--- src/rtl/ps2_frame_receiver.sv ---
// PS/2 device-to-host frame receiver: synchronises and de-glitches the raw PS/2
// clock/data pins, deserialises 11-bit frames (start, 8 data LSB-first, odd parity,
// stop) and reports each byte with a one-cycle received or error strobe.
module ps2_frame_receiver #(
  parameter logic [15:0] over_time    = 16'd1000,
  parameter logic [3:0]  filter_depth = 4'd8
) (
  input  logic       clock,
  input  logic       reset_n,
  input  logic       device_clock,
  input  logic       device_data,
  output logic [7:0] register,
  output logic       recieved_flag,
  output logic       error_flag,
  output logic       busy
);

  typedef enum logic [1:0] {IDLE, RECEIVE, CHECK} state_t;

  state_t      state, state_nxt;
  logic        clk_sync_p0, clk_sync_p1;
  logic        dat_sync_p0, dat_sync_p1;
  logic        filt_clk;
  logic [3:0]  filt_cnt;
  logic        filt_toggle;
  logic        sample_evt;
  logic [3:0]  bit_count;
  logic [9:0]  shift;
  logic [15:0] timer;
  logic        timeout_hit;
  logic        frame_ok;
  logic        valid_q;
  logic        timeout_q;

  // Saturating increment so the frame timer never wraps.
  function automatic logic [15:0] sat_inc(input logic [15:0] v);
    sat_inc = (v == 16'hFFFF) ? v : v + 16'd1;
  endfunction

  // Odd parity over data+parity, and the stop bit must be high.
  function automatic logic frame_check(input logic [8:0] data_par, input logic stop);
    frame_check = (^data_par) & stop;
  endfunction

  // Filtered clock flips on the filter_depth-th consecutive differing sample.
  assign filt_toggle = (clk_sync_p1 != filt_clk) && (filt_cnt == filter_depth - 4'd1);
  // A falling edge of the filtered clock is the bit-sample event.
  assign sample_evt  = filt_toggle && filt_clk;
  // A sample event coinciding with the terminal count wins over the timeout.
  assign timeout_hit = (over_time != 16'd0) && (timer == over_time) && !sample_evt;
  // At the stop-bit event shift[9:1] holds data bits 0..7 and parity; the stop bit is live.
  assign frame_ok    = frame_check(shift[9:1], dat_sync_p1);

  // Two-flop synchronisers for both raw pins (idle-high line).
  always_ff @(posedge clock or negedge reset_n) begin
    if (!reset_n) begin
      clk_sync_p0 <= 1'b1;
      clk_sync_p1 <= 1'b1;
      dat_sync_p0 <= 1'b1;
      dat_sync_p1 <= 1'b1;
    end else begin
      clk_sync_p0 <= device_clock;
      clk_sync_p1 <= clk_sync_p0;
      dat_sync_p0 <= device_data;
      dat_sync_p1 <= dat_sync_p0;
    end
  end

  // Glitch filter: count consecutive synchronised samples that disagree with filt_clk.
  always_ff @(posedge clock or negedge reset_n) begin
    if (!reset_n) begin
      filt_clk <= 1'b1;
      filt_cnt <= 4'd0;
    end else if (filt_toggle) begin
      filt_clk <= clk_sync_p1;
      filt_cnt <= 4'd0;
    end else if (clk_sync_p1 != filt_clk) begin
      filt_cnt <= filt_cnt + 4'd1;
    end else begin
      filt_cnt <= 4'd0;
    end
  end

  // FSM state register.
  always_ff @(posedge clock or negedge reset_n) begin
    if (!reset_n) state <= IDLE;
    else          state <= state_nxt;
  end

  // FSM next-state logic.
  always_comb begin
    state_nxt = state;
    case (state)
      IDLE:    if (sample_evt && !dat_sync_p1) state_nxt = RECEIVE;
      RECEIVE: begin
        if (sample_evt && (bit_count == 4'd9)) state_nxt = CHECK;
        else if (timeout_hit)                  state_nxt = IDLE;
      end
      CHECK:   state_nxt = IDLE;
      default: state_nxt = IDLE;
    endcase
  end

  // Bit capture, frame timer, output byte and strobe qualifiers.
  always_ff @(posedge clock or negedge reset_n) begin
    if (!reset_n) begin
      bit_count <= 4'd0;
      shift     <= 10'd0;
      timer     <= 16'd0;
      register  <= 8'h00;
      valid_q   <= 1'b0;
      timeout_q <= 1'b0;
    end else begin
      timeout_q <= (state == RECEIVE) && timeout_hit;
      case (state)
        IDLE: begin
          if (sample_evt && !dat_sync_p1) begin
            bit_count <= 4'd0;
            shift     <= 10'd0;
            timer     <= 16'd0;
          end
        end
        RECEIVE: begin
          if (sample_evt) begin
            shift     <= {dat_sync_p1, shift[9:1]};
            bit_count <= bit_count + 4'd1;
            timer     <= 16'd0;
            if (bit_count == 4'd9) begin
              valid_q <= frame_ok;
              if (frame_ok) register <= shift[8:1];
            end
          end else begin
            timer <= sat_inc(timer);
          end
        end
        default: ;
      endcase
    end
  end

  // Strobes decode from state; busy covers only bit reception so it is low in any strobe cycle.
  always_comb begin
    recieved_flag = (state == CHECK) && valid_q;
    error_flag    = ((state == CHECK) && !valid_q) || timeout_q;
    busy          = (state == RECEIVE);
  end

endmodule

--- config.mk ---
export PLATFORM = sky130hd
export DESIGN_NAME = ps2_frame_receiver
export DESIGN_NICKNAME = d
export VERILOG_FILES = /design/src/rtl/ps2_frame_receiver.sv
export SDC_FILE = /design/constraint.sdc
export NUM_CORES = 1
export LEC_CHECK = 0
export CORE_MARGIN = 8
export CORE_UTILIZATION = 35
export CTS_CLUSTER_SIZE = 30
export DETAILED_ROUTE_END_ITERATION = 7
export GPL_ROUTABILITY_DRIVEN = 0
export SYNTH_ARGS = -nofsm -noshare
export SYNTH_HDL_FRONTEND = slang
export SYNTH_SLANG_ARGS = --single-unit
--- constraint.sdc ---
create_clock -name clock -period 3.36 [get_ports clock]
set_clock_uncertainty 0.2 [all_clocks]
set_input_delay 0.504 -clock clock [delete_from_list [all_inputs] [get_ports clock]]
set_output_delay 0.504 -clock clock [all_outputs]
set_load 0.01 [all_outputs]
==> key figures <==
Timing
  • RSZ-0062 raised after global routing: no
  • Final slew viol count: 0
  • Total Negative Setup Slacks: 0 ps
  • Hold WS: -8.591 ps
  • Final min period: 2664 ps
  • # setup viols final: 0
  • Final Hold Fails: 9
  • Slew headroom: about three fifths
  • Slew @ Worst Pin: slightly above 600 ps
  • Crit share post-route: around 79%
  • Highest Clock Rate: ~0.38 GHz

Critical path
  • Critical path peak fanout: 8
  • CP Class: flop to output port
  • Depth of the most critical reg-to-reg path: 6
  • Arrival time at the worst endpoint: 1960 ps
  • Origin of the worst setup path: state[1]$_DFFE_PN0P_
  • Critical register-to-register path startpoint: filt_cnt[0]$_DFF_PN0_
  • Flop-to-flop setup slack: around 930 ps
  • Required @ worst endpoint: approximately 2700 ps
  • Critical Path Start Type: flop
  • RR Endpoint: register[0]$_DFFE_PN0P_
  • Crit end category: output port

Yosys
  • Synth Net Count: approximately 220
  • Most frequent cell after synthesis: dfrtp_1
  • Top cell type's share of synthesized area: a little under half
  • Seq/Total Area, Yosys: a little over half
  • Leading area contributor after synthesis: dfrtp_1
  • Gate Count Post-Synth: approximately 210
  • Number of enable flip-flop cells after synthesis: 0
  • Yosys cell types: a little under 50
  • Top post-synthesis cells by area: dfrtp_1 (47%), dfstp_2 (5.5%), mux2_2 (4.7%), xnor2_1 (3.7%), a22o_1 (2.9%)
  • Synth Flop Type: dfrtp_1
  • #FFs+latches synth: 50
  • Asr flop ratio synth: 100.0%
  • Synthesized area per cell: approximately 11 µm²
  • Syn Std Cell Area: 2382 µm²
  • Synth top cells by count: dfrtp_1 (45), nor2_1 (16), nand2_1 (13)
  • YS warnings: 0

Floorplan
  • I/O pin total: 15
  • Core box area: around 6700 µm²
  • Die area: 9702 µm²
  • DIE HEIGHT: roughly 99 µm
  • Die width: around 99 µm
  • Rows: 30
  • Starting Density: 35.66%

Global routing
  • Total GRT Usage: between 10% and 20%
  • GRT Residual Overflow: 0
  • Initial antenna violation count: 0
  • Largest net degree at the start of global routing: 27
  • Vias in the first global route: between 1500 and 2000
  • First-pass GRT wire length: between 8 and 9 mm

Clock network
  • Clock Path Buffers: 2
  • CTS tree: built
  • TritonCTS Sinks: 50
  • Clk pin slew, worst setup/hold paths: 90 ps
  • H-tree levels: 2
  • CTS Hold Bufs: 0
  • Postcts setup bufs: 0
  • Clock latency on the worst-skew pair: approximately 300 ps
  • Clock root cell: clkbuf_8
  • CTS Buf Count: 5
  • Post_cts resized: 0

Placed design
  • Hpwl dp: a little over 3 mm
  • # placed instances: 301
  • Post-DP Area: 2599 µm²
  • Port bufs: 14

Pwr
  • Clock power frac: about a third
  • Logic pwr share: 7.1%
  • Pwr/cell area: roughly 410 nW/µm²
  • Internal power: about 840 µW
  • Reg power frac: a little under 60%
  • Sw Share: about a quarter
  • Leak: 0.001212 µW
  • Peak supply drop: 216.4 µV
  • Psw: between 200 and 300 µW

Detailed routing
  • Via density: 5.252
  • Avg WL per Cell: between 10 and 15 µm
  • DRT Pass-1 Iters: 4
  • DR DRC count: 0
  • Via count: between 1500 and 2000
  • Routed wire length: approximately 4.5 mm
  • Initial DRC count: 89
  • ANT nets after route: 0

Layout
  • Antenna diode count: 0
  • Final cell count without fillers: 309
  • Share of cells above drive strength 1: about 17%
  • Filler cells: 659
  • Area of the multi-input gates: approximately 1100 µm²
  • Layout area overhead: 13.29%
  • Cell area after layout: around 2700 µm²
  • Fin nets: around 240
  • FF/Latch Area: 1257 µm²

Outcome
  • Failing checks: negative hold slack
  • Outcome: finished, violations left

Hold path
  • Worst min path class: input port to async pin

Flow run
  • Max-Cap Viols: 0
==> stage by stage <==
stage          util (%)  setup slack [ps]  total power (µW)
5_1_grt           40.39             599.9              1164
3_5_place_dp      38.90             928.6             742.1
4_1_cts           40.39             695.3              1126
6_report          40.39             696.1              1105
2_1_floorplan         -              1258             712.2
3_3_place_gp      38.90              1015             739.3
==> cells by family (layout without fill, tap and decap cells) <==
logic type / count (synthesis) / after routing / synth area share (%)
multiplexers: 10 / 10 / 4.727
adder cells (fa/ha/maj): 5 / 5 / 2.626
buffers and inverters: 13 / 30 / 2.363
flip-flops: 50 / 50 / 52.78
AO/OA/AOI/OAI: 35 / 35 / 11.29
XOR/XNOR: 19 / 19 / 7.563
AND/OR/NAND/NOR: 80 / 80 / 18.65
==> registers in the layout, summed over array words and instances, names as in the netlist <==
name         cells
bit_count        4
clk_sync_p0      1
clk_sync_p1      1
dat_sync_p0      1
dat_sync_p1      1
filt_clk         1
filt_cnt         4
register         8
shift            9
state            2
timeout_q        1
timer           16
valid_q          1
==> cells in the final DEF (no fill, tap or decap), types with 2 or more instances in the layout <==
cell and n:
buf_4 2, clkbuf_8 6, nor3_1 3, clkdlybuf4s50_1 13, xnor2_1 10, o21ai_0 5
and3b_1 2, inv_1 6, or2_2 5, nor4_1 3, o31ai_1 2, and4_1 2
nand2_1 13, a22o_1 8, nor2_1 16, nand3_1 11, and2_1 3, nand4_1 4
o211ai_1 4, xor2_1 8, nor2b_1 3, dfrtp_1 45, clkinv_4 2, a22o_2 2
ha_1 5, nor4b_1 2, a211oi_1 2, dfstp_2 5, or3_1 2, a21oi_1 4
mux2_2 10, or4_1 2
==> worst max path at each step <==
stage                     cells after the start  slack [ps]                       to
after floorplan                               8        1260     timer[3]$_DFFE_PN0P_
after global placement                        6        1020  register[1]$_DFFE_PN0P_
after detailed placement                      6         930  register[0]$_DFFE_PN0P_
after CTS                                     3         700                     busy
after global routing                          3         600                     busy
final                                         3         700                     busy
==> power by group through the flow <==
stage	registers [µW]	logic, µW	clock network, µW
final	651	78.1	376
after detailed placement	663	79.2	0
after floorplan	658	53.9	0
after global routing	654	90.9	418
after global placement	661	78.4	0
after CTS	651	80.2	395
==> cell type report <==
| type | instances | share of cell area (%) |
|---|---|---|
| clock buffer | 6 | 3.060 |
| clock inverter | 2 | 0.6490 |
| inverter | 6 | 0.8345 |
| multi-input combinational | 149 | 39.59 |
| sequential | 50 | 46.59 |
| tap | 80 | 3.709 |
| timing repair buffer | 16 | 5.563 |
==> per-layer routing <==
metal	GRT usage (%)	wire length [µm]
met1	13.72	2285
met3	2.396	132
met5	0	0
met4	2.834	36
met2	15.91	2082
==> critical path: stages (launching register included) <==
cell	delay, ps
dfrtp_1	460
nand2b_1	330
inv_1	270
clkdlybuf4s50_1	590
(Power assumes the default switching activity.)
